--- src/rtl/mbinit_repair_pkg.sv ---
// mbinit_repair_pkg: shared states, response kinds, sideband codes and code lookup for MBINIT repair
package mbinit_repair_pkg;

  typedef enum logic [2:0] {
    ST_IDLE,
    ST_WAIT_REQS,
    ST_CHECK_BUSY,
    ST_SEND_RESP,
    ST_RX_END,
    ST_ERROR
  } state_e;

  typedef enum logic [1:0] {
    RESP_INIT,
    RESP_RESULT,
    RESP_DONE
  } resp_e;

  localparam int CODE_W = 4;

  localparam logic [CODE_W-1:0] RCLK_INIT_REQ    = 4'd1;
  localparam logic [CODE_W-1:0] RCLK_INIT_RESP   = 4'd2;
  localparam logic [CODE_W-1:0] RCLK_RESULT_REQ  = 4'd3;
  localparam logic [CODE_W-1:0] RCLK_RESULT_RESP = 4'd4;
  localparam logic [CODE_W-1:0] RCLK_DONE_REQ    = 4'd5;
  localparam logic [CODE_W-1:0] RCLK_DONE_RESP   = 4'd6;

  localparam logic [CODE_W-1:0] RVAL_INIT_REQ    = 4'd7;
  localparam logic [CODE_W-1:0] RVAL_INIT_RESP   = 4'd8;
  localparam logic [CODE_W-1:0] RVAL_RESULT_REQ  = 4'd9;
  localparam logic [CODE_W-1:0] RVAL_RESULT_RESP = 4'd10;
  localparam logic [CODE_W-1:0] RVAL_DONE_REQ    = 4'd11;
  localparam logic [CODE_W-1:0] RVAL_DONE_RESP   = 4'd12;

  // Request (resp=0) or response (resp=1) code for a kind in REPAIRCLK (mode=0) or REPAIRVAL (mode=1)
  function automatic logic [CODE_W-1:0] msg_code(input logic mode, input resp_e kind, input logic resp);
    logic [CODE_W-1:0] clk_c;
    logic [CODE_W-1:0] val_c;
    clk_c = kind == RESP_INIT   ? (resp ? RCLK_INIT_RESP : RCLK_INIT_REQ) :
            kind == RESP_RESULT ? (resp ? RCLK_RESULT_RESP : RCLK_RESULT_REQ) :
                                  (resp ? RCLK_DONE_RESP : RCLK_DONE_REQ);
    val_c = kind == RESP_INIT   ? (resp ? RVAL_INIT_RESP : RVAL_INIT_REQ) :
            kind == RESP_RESULT ? (resp ? RVAL_RESULT_RESP : RVAL_RESULT_REQ) :
                                  (resp ? RVAL_DONE_RESP : RVAL_DONE_REQ);
    return mode ? val_c : clk_c;
  endfunction

endpackage

--- src/rtl/mbinit_watchdog.sv ---
// mbinit_watchdog: saturating no-progress counter that flags expiry on its last allowed cycle
module mbinit_watchdog #(
  parameter int TIMEOUT_CYCLES = 1024
) (
  input  logic i_clk,
  input  logic i_rst_n,
  input  logic i_clear,
  input  logic i_enable,
  output logic o_expire
);

  localparam int CNT_W = $clog2(TIMEOUT_CYCLES + 1);
  localparam logic [CNT_W-1:0] CNT_MAX = CNT_W'(TIMEOUT_CYCLES);
  localparam logic [CNT_W-1:0] CNT_EXP = CNT_W'(TIMEOUT_CYCLES - 1);

  logic [CNT_W-1:0] cnt_q;
  logic [CNT_W-1:0] cnt_d;

  // Clear wins, otherwise count while enabled and stick at the ceiling
  always_comb cnt_d = i_clear ? '0 : (i_enable && cnt_q != CNT_MAX) ? cnt_q + CNT_W'(1) : cnt_q;

  assign o_expire = i_enable && cnt_q == CNT_EXP;

  // Counter register
  always_ff @(posedge i_clk or negedge i_rst_n) begin
    if (!i_rst_n) cnt_q <= '0;
    else cnt_q <= cnt_d;
  end

endmodule

--- src/rtl/mbinit_repair_rx.sv ---
// mbinit_repair_rx: partner-side responder for the REPAIRCLK / REPAIRVAL init-result-done handshake
module mbinit_repair_rx
  import mbinit_repair_pkg::*;
#(
  parameter int SB_MSG_Width   = 4,
  parameter int RESULT_W       = 3,
  parameter int TIMEOUT_CYCLES = 1024
) (
  input  logic                    i_clk,
  input  logic                    i_rst_n,
  input  logic                    i_en,
  input  logic                    i_mode,
  input  logic                    i_sb_busy,
  input  logic                    i_falling_edge_busy,
  input  logic [SB_MSG_Width-1:0] i_decoded_sb_msg,
  input  logic                    i_sb_valid,
  input  logic [RESULT_W-1:0]     i_logged_results,
  output logic [RESULT_W-1:0]     o_logged_results,
  output logic [SB_MSG_Width-1:0] o_encoded_sb_msg,
  output logic                    o_msg_valid,
  output logic                    o_clear_log,
  output logic                    o_rx_end,
  output logic                    o_timeout,
  output logic                    o_unexpected_msg
);

  state_e state_q, state_d;
  resp_e  resp_q, resp_d;
  logic   mode_q, mode_d;
  logic   init_seen_q, init_seen_d;
  logic   result_seen_q, result_seen_d;
  logic   accept, unexp, expire, send;
  logic   hit_init, hit_result, hit_done;

  logic                    msg_valid_q, msg_valid_d;
  logic [SB_MSG_Width-1:0] code_q, code_d;
  logic                    clear_log_q, clear_log_d;
  logic [RESULT_W-1:0]     logged_q, logged_d;
  logic                    rx_end_q, rx_end_d;
  logic                    timeout_q, timeout_d;
  logic                    unexp_q, unexp_d;

  assign hit_init   = i_sb_valid && i_decoded_sb_msg == SB_MSG_Width'(msg_code(mode_q, RESP_INIT, 1'b0));
  assign hit_result = i_sb_valid && i_decoded_sb_msg == SB_MSG_Width'(msg_code(mode_q, RESP_RESULT, 1'b0));
  assign hit_done   = i_sb_valid && i_decoded_sb_msg == SB_MSG_Width'(msg_code(mode_q, RESP_DONE, 1'b0));

  mbinit_watchdog #(.TIMEOUT_CYCLES(TIMEOUT_CYCLES)) u_watchdog (
    .i_clk    (i_clk),
    .i_rst_n  (i_rst_n),
    .i_clear  (!i_en || accept || state_d != state_q),
    .i_enable (state_q inside {ST_WAIT_REQS, ST_CHECK_BUSY, ST_SEND_RESP}),
    .o_expire (expire)
  );

  // Next state: an accepted request beats watchdog expiry, and i_en low beats everything
  always_comb begin
    state_d = state_q;
    resp_d  = resp_q;
    accept  = 1'b0;
    unexp   = 1'b0;
    case (state_q)
      ST_IDLE:       state_d = ST_WAIT_REQS;
      ST_WAIT_REQS: begin
        accept  = hit_init || (hit_result && init_seen_q) || (hit_done && result_seen_q);
        unexp   = (hit_result && !init_seen_q) || (hit_done && !result_seen_q);
        resp_d  = !accept ? resp_q : hit_init ? RESP_INIT : hit_result ? RESP_RESULT : RESP_DONE;
        state_d = accept ? ST_CHECK_BUSY : ST_WAIT_REQS;
      end
      ST_CHECK_BUSY: state_d = i_sb_busy ? ST_CHECK_BUSY : ST_SEND_RESP;
      ST_SEND_RESP:  state_d = !i_falling_edge_busy ? ST_SEND_RESP : resp_q == RESP_DONE ? ST_RX_END : ST_WAIT_REQS;
      default:       state_d = state_q;
    endcase
    if (expire && !accept) state_d = ST_ERROR;
    if (!i_en) state_d = ST_IDLE;
  end

  // Outputs and progress flags decoded from the next state so they line up with state occupancy
  always_comb begin
    send          = state_d == ST_SEND_RESP;
    mode_d        = (state_q == ST_IDLE && state_d == ST_WAIT_REQS) ? i_mode : mode_q;
    msg_valid_d   = send;
    code_d        = send ? SB_MSG_Width'(msg_code(mode_q, resp_q, 1'b1)) : '0;
    clear_log_d   = send && resp_q == RESP_INIT;
    logged_d      = (send && resp_q == RESP_RESULT) ? i_logged_results : '0;
    rx_end_d      = state_d == ST_RX_END;
    timeout_d     = state_d == ST_ERROR;
    unexp_d       = unexp && state_d == ST_WAIT_REQS;
    init_seen_d   = !i_en ? 1'b0 : (send && resp_q == RESP_INIT) ? 1'b1 : init_seen_q;
    result_seen_d = !i_en ? 1'b0 : !send ? result_seen_q : resp_q == RESP_RESULT ? 1'b1 :
                    resp_q == RESP_INIT ? 1'b0 : result_seen_q;
  end

  // State, context and registered outputs
  always_ff @(posedge i_clk or negedge i_rst_n) begin
    if (!i_rst_n) begin
      state_q       <= ST_IDLE;
      resp_q        <= RESP_INIT;
      mode_q        <= 1'b0;
      init_seen_q   <= 1'b0;
      result_seen_q <= 1'b0;
      msg_valid_q   <= 1'b0;
      code_q        <= '0;
      clear_log_q   <= 1'b0;
      logged_q      <= '0;
      rx_end_q      <= 1'b0;
      timeout_q     <= 1'b0;
      unexp_q       <= 1'b0;
    end else begin
      state_q       <= state_d;
      resp_q        <= resp_d;
      mode_q        <= mode_d;
      init_seen_q   <= init_seen_d;
      result_seen_q <= result_seen_d;
      msg_valid_q   <= msg_valid_d;
      code_q        <= code_d;
      clear_log_q   <= clear_log_d;
      logged_q      <= logged_d;
      rx_end_q      <= rx_end_d;
      timeout_q     <= timeout_d;
      unexp_q       <= unexp_d;
    end
  end

  assign o_msg_valid      = msg_valid_q;
  assign o_encoded_sb_msg = code_q;
  assign o_clear_log      = clear_log_q;
  assign o_logged_results = logged_q;
  assign o_rx_end         = rx_end_q;
  assign o_timeout        = timeout_q;
  assign o_unexpected_msg = unexp_q;

endmodule

--- config.mk ---
export PLATFORM = sky130hd
export DESIGN_NAME = mbinit_repair_rx
export DESIGN_NICKNAME = d
export VERILOG_FILES = /design/src/rtl/mbinit_repair_pkg.sv /design/src/rtl/mbinit_watchdog.sv /design/src/rtl/mbinit_repair_rx.sv
export SDC_FILE = /design/constraint.sdc
export NUM_CORES = 1
export LEC_CHECK = 0
export BUFFER_PORTS_ARGS = -buffer_cell sky130_fd_sc_hd__buf_2
export CAP_MARGIN = 40
export CELL_PAD_IN_SITES_DETAIL_PLACEMENT = 0
export CELL_PAD_IN_SITES_GLOBAL_PLACEMENT = 1
export CORE_AREA = 2 2 66 68
export DETAILED_ROUTE_END_ITERATION = 10
export DIE_AREA = 0 0 68 70
export HOLD_SLACK_MARGIN = 0.08
export PLACE_DENSITY = 0.77
export SLEW_MARGIN = 15
export SYNTH_ARGS = -nofsm -noshare
export SYNTH_HDL_FRONTEND = slang
export SYNTH_SLANG_ARGS = --single-unit
export TNS_END_PERCENT = 100
--- constraint.sdc ---
create_clock -name i_clk -period 2.85 [get_ports i_clk]
set_clock_uncertainty 0.1 [all_clocks]
set_input_delay 0.57 -clock i_clk [delete_from_list [all_inputs] [get_ports i_clk]]
set_output_delay 0.57 -clock i_clk [all_outputs]
set_load 0.01 [all_outputs]
### Word-level counts from Yosys, hierarchy flattened

Index checks and enable logic that the tools add are counted.

* add/subtract/negate cells: 1
* equality and inequality tests: 18
* multiplexer cells: 29
* reduce and logical (&&, ||, !) cells: 29

Operators by type and width (count)
* 3-bit two-way mux: 9
* 11-bit two-way mux: 2
* 4-bit two-way mux: 4
* 1-bit logical AND: 14
* 3-bit one-hot mux with 4 select lines: 1
* 11-bit by 1-bit adder with 11-bit output (second input constant): 1
* 11-bit by 10-bit equality test with 1-bit output (second input constant): 1
* 11-bit != test (second input constant): 1
* 3-bit by 2-bit equality test with 1-bit output (second input constant): 3
* 1-bit two-way mux: 9
* 4-bit equality test: 2
* 2-bit two-way mux: 4
* 3-bit by 1-bit equality test with 1-bit output (second input constant): 2
* 3-bit equality test (second input constant): 2
* 1-bit logical OR: 5
* 4-bit by 3-bit equality test with 1-bit output: 1
* 1-bit zero test: 4
* 2-bit by 1-bit != test with 1-bit output (second input constant): 2
* 2-bit AND reduction: 2
* 3-bit zero test: 1
* 3-bit by 1-bit != test with 1-bit output (second input constant): 1
* 3-bit != test: 1
* 3-bit nonzero test: 1
* 2-bit by 1-bit equality test with 1-bit output (second input constant): 1
* other kinds (3): 3

* bits in registers: 31
* bits of input ports: 14
* word-level logic and storage cells: 90

### Longest topological paths before layout

* depth after elaboration: 15
* depth in mapped cells: 8
* depth with buffers taken out: 8

### Cells and area by module

Synthesis repeated with hierarchy kept, for this count alone.

* cell total of the unflattened synthesis: 167
* area total of the unflattened synthesis: 1662.8 um^2

By module, submodules not included
* mbinit_repair_rx: instances 1, cells each 101, area each 1028.5 um^2
* mbinit_watchdog: instances 1, cells each 66, area each 634.4 um^2

### Worst setup path before layout

No wires, ideal clock.

* path kind: input-to-reg
* from: input i_decoded_sb_msg[1]
* to: register mode_q
* setup time: 0.125 ns
* data arrival time: 2.256 ns
* required time: 2.625 ns
* slack: 0.369 ns
* stages: 6
* buffers on the path: 0
* cells stage by stage: or4b_4 a21oi_2 o311ai_1 a21boi_4 nor4b_1 mux2_2

* longest elaborated chain between the ends: 12
* elaborated cells on any way between the ends: 19
* classes of those cells: eq/ne: 4; mux: 5; reduce/logical: 10

Ends and longest elaborated chain
* start, declared: RTL line mbinit_repair_rx.sv:15 `input logic [SB_MSG_Width-1:0] i_decoded_sb_msg,`
* 4-bit equality test: RTL line mbinit_repair_rx.sv:44 `assign hit_result = i_sb_valid && i_decoded_sb_msg == SB_MSG_Width'(msg_code(mode_q, RESP_RESULT, 1'b0));`
* 1-bit logical AND: RTL line mbinit_repair_rx.sv:44
* 1-bit logical AND: RTL line mbinit_repair_rx.sv:64 `accept = hit_init || (hit_result && init_seen_q) || (hit_done && result_seen_q);`
* 1-bit logical OR: RTL line mbinit_repair_rx.sv:64
* 1-bit logical OR *: RTL line mbinit_repair_rx.sv:64
* branches (longest 3 deep; another with 3-bit one-hot mux with 4 select lines)
* 3-bit two-way mux *: RTL line mbinit_repair_rx.sv:73 `if (expire && !accept) state_d = ST_ERROR;`
* 3-bit two-way mux *: RTL line mbinit_repair_rx.sv:74 `if (!i_en) state_d = ST_IDLE;`
* 3-bit by 1-bit equality test with 1-bit output *: RTL line mbinit_repair_rx.sv:80 `mode_d = (state_q == ST_IDLE && state_d == ST_WAIT_REQS) ? i_mode : mode_q;`
* 1-bit logical AND *: RTL line mbinit_repair_rx.sv:80
* end signal, assigned: RTL line mbinit_repair_rx.sv:111 `mode_q <= mode_d;`
* end, declared: RTL line mbinit_repair_rx.sv:29 `logic mode_q, mode_d;`

Every way passes the cells marked *.
A chain may end at the register's enable or synchronous reset.

### Worst setup path in the final report

* from: register mode_q
* to: register logged_q[0] (netlist: o_logged_results[0])

* longest elaborated chain between the ends: 14
* elaborated cells on any way between the ends: 23
* classes of those cells: eq/ne: 4; mux: 9; reduce/logical: 10

Ends and longest elaborated chain
* 4-bit two-way mux: RTL line mbinit_repair_pkg.sv:45 `return mode ? val_c : clk_c;`
* 4-bit equality test: RTL line mbinit_repair_rx.sv:44
* 1-bit logical AND: RTL line mbinit_repair_rx.sv:44
* 1-bit logical AND: RTL line mbinit_repair_rx.sv:64
* 1-bit logical OR: RTL line mbinit_repair_rx.sv:64
* 1-bit logical OR *: RTL line mbinit_repair_rx.sv:64
* branches (longest 3 deep; another with 3-bit one-hot mux with 4 select lines)
* 3-bit two-way mux *: RTL line mbinit_repair_rx.sv:73
* 3-bit two-way mux *: RTL line mbinit_repair_rx.sv:74
* 3-bit by 2-bit equality test with 1-bit output *: RTL line mbinit_repair_rx.sv:79 `send = state_d == ST_SEND_RESP;`
* 1-bit logical AND *: RTL line mbinit_repair_rx.sv:84 `logged_d = (send && resp_q == RESP_RESULT) ? i_logged_results : '0;`
* 3-bit two-way mux *: RTL line mbinit_repair_rx.sv:84
* via logged_d[0]: RTL line mbinit_repair_rx.sv:38 `logic [RESULT_W-1:0] logged_q, logged_d;`
* end signal, assigned: RTL line mbinit_repair_rx.sv:117 `logged_q <= logged_d;`
* end, declared: RTL line mbinit_repair_rx.sv:38

Mark *: on every way through the listed nets, which the timed path passes.

==> qor.csv <==
metric,value,unit
Tmin final,2.58,ns
Worst EP arrival,2.69,ns
count of hold buffers inserted by post-cts repair,0,
Worst-Skew Late Latency,0.27,ns
final RePlAce weighted congestion,0.832,
NetSw,0.282,mW
Yosys Warn Count,0,
"Reg clk slew, reported paths",0.06,ns
worst-case clock buffer depth,2,
main flop type after synthesis,dfrtp_1,
"FFs w/ async S/R, synth",1.00,
relative contribution of the clock network to total power,0.326,
Max-slew headroom,0.555,
layout overhead on the synthesized area,13.5,%
pwr dens,503,nW/um2
Wirelength per Cell,13.7,um
Post CTS Setup Buffer Count,0,
path type of the worst min-delay path,in -> async,
GR Overflow Total,0,
setup repair after global routing missed its margin,no,
number of nets in the synthesized netlist,184,
number of cells on the critical path,7,
antenna violations before repair,0,
Lkg Pwr,0.857,nW
"CP delay by family, top",simple AND/OR/NAND/NOR gates,
slowest cell delay on critical path,0.57,ns
router iterations before antenna repair,4,
maximum number of pins on one net before global-route repair,31,
proportion of layout cells with a drive suffix above 1,0.250,
post-synthesis cell type with the largest combined area,dfrtp_1,
Core Box Area,4140,um2
vias in the first global route,1293,
combinational fraction of design power,0.176,
number of buffers added by the clock tree synthesis step,5,
Worst Hold Slack,0.225,ns
required time of the worst setup path,2.96,ns
"commonest cells after routing, fill and taps aside","30 x dfrtp_1, 24 x buf_2, 23 x nor2_1, 10 x nand2_1",
final setup slack of the worst path,0.269,ns
run status,finished clean,
distinct cell type count of the synthesized netlist,55,
number of cells traversed by the worst register-to-register path,7,
maximum operating frequency,387,MHz
final net count,212,
# resized after CTS,0,
Sw Ratio,0.294,
max-cap violations,0,
number of nets with antenna violations after detailed routing,0,
IO Count,26,
dpl ws,0.0774,ns
first-pass GRT wire length,5980,um
fraction of power consumed by sequential logic,0.498,
level count of the clock H-tree,2,
"most common cell after layout, fill and taps aside",dfrtp_1,
type of origin of the critical path,flip-flop,
final count of hold timing violations,0,
cell-by-cell listing of the critical path,"or4b_4, a21oi_2, o311ai_1, a21boi_4, nor4_1, buf_4, and2_1",
number of DRC markers in iteration 0,56,
HPWL reported at the end of detailed placement,2500,um
"Power, Total",0.959,mW
floorplan die area,4760,um2
CTS Root Cell,clkbuf_8,
antenna cells,0,
most area-consuming cells after synthesis,"dfrtp_1 45%, nor2_1 5.1%, xor2_1 3.1%, xnor2_1 2.6%, a21oi_1 2.4%",
Final Slew Violations,0,
fraction of the cycle the final worst path needs,0.906,
cell area after synthesis,1680,um2
number of instances in the synthesized netlist,168,
part of the Yosys area used for sequential elements,0.447,
clock net sink count,30,
internal cell power,0.677,mW
Total GRT Usage,0.164,
count of buffers inserted at the top-level ports,24,
post-route DRC violation count,0,
post-DR vias/cell,5.18,
floorplan die height,70,um
worst slew pin tran,0.667,ns
proportion of netlist area held by the largest area contributor,0.447,
Peak VDD IR,302,uV
setup-violating endpoint count in the final report,0,
Seq cells post-synth,30,
number of core rows,24,
CP endpoint kind,flip-flop,
"Max stage delay cell, worst path",or4b_4,
WL final,3400,um
initial core utilization,0.405,
count of vias placed by the detailed router,1285,
number of buffers and inverters on the critical path,1,
largest fanout on the critical path,9,
TritonCTS clock tree,built,
Crit Path Category,reg -> reg,
Horiz. Die Dim,68,um
Mapped Avg Cell Area,10.0,um2
post-route setup TNS,0,ns
number of enable flip-flop cells after synthesis,0,
-- cell type report --
cell class,count,area (um2)
sequential,30,751
multi-input combinational,123,832
fill,401,2240
clock inverter,2,10.0
tap,52,65.1
clock buffer,5,68.8
timing repair buffer,28,150
inverter,8,30.0
-- cells by family (layout without fill, tap and decap cells) --
family	after synthesis	in the layout	share of synthesized area
adder cells (fa/ha/maj)	2	2	0.0149
multiplexers	2	2	0.0134
other	1	1	0.00223
XOR/XNOR	11	11	0.0573
buffers and inverters	15	43	0.0581
flip-flops	30	30	0.447
AND/OR/NAND/NOR	79	79	0.265
AO/OA/AOI/OAI	28	28	0.142
-- per-stage QoR --
stage | cells | util | instance area [um2]
floorplan | 168 | - | 1680
global placement | 241 | 0.441 | 1830
detailed placement | 241 | 0.441 | 1830
CTS | 248 | 0.460 | 1910
global route | 248 | 0.460 | 1910
finish | 248 | 0.460 | 1910
-- cells in the mapped netlist, drive strengths merged (2+ instances only) --
master  count
inv         8
buf         5
xor2        6
mux2        2
clkbuf      2
nand3       8
nand3b      3
a211oi      3
o21ai       3
nand2      10
or4         2
o21a        3
nor2       24
nand4       2
nor4        4
a21oi       9
ha          2
nor4b       2
nor3        8
and2        4
xnor2       5
dfrtp      30
-- power by group through the flow --
stage                     Clock, mW  Sequential, mW  Combinational, mW
after global routing          0.345           0.481              0.190
after detailed placement          0           0.485              0.168
after CTS                     0.325           0.477              0.169
final                         0.313           0.478              0.169
after global placement            0           0.483              0.165
after floorplan                   0           0.467              0.148
-- flip-flops by register name, indices dropped and copies added, names as in the netlist --
name / cells
u_watchdog.cnt_q: 11
resp_q: 2
result_seen_q: 1
state_q: 3
o_msg_valid: 1
o_encoded_sb_msg: 3
o_timeout: 1
mode_q: 1
o_logged_results: 3
o_rx_end: 1
o_clear_log: 1
init_seen_q: 1
o_unexpected_msg: 1
-- path summary, 6_finish.rpt --
kind / from / slack [ns] / end
setup / recovery: mode_q / 0.27 / o_logged_results[0]
hold reg to reg: init_seen_q / 0.39 / init_seen_q
min in group i_clk: init_seen_q / 0.39 / init_seen_q
max in group asynchronous: i_rst_n / 1.99 / u_watchdog.cnt_q[6]
setup reg to reg: mode_q / 0.27 / o_logged_results[0]
hold / removal: i_rst_n / 0.23 / o_unexpected_msg
-- layer usage --
metal	up-vias	routed length [um]	global-route usage
met4	0	56	0.0556
met2	20	1620	0.251
met5	-	0	0
li1	641	-	-
met3	8	119	0.0419
met1	616	1610	0.223
Note: power is estimated with default switching activity, not from simulation.
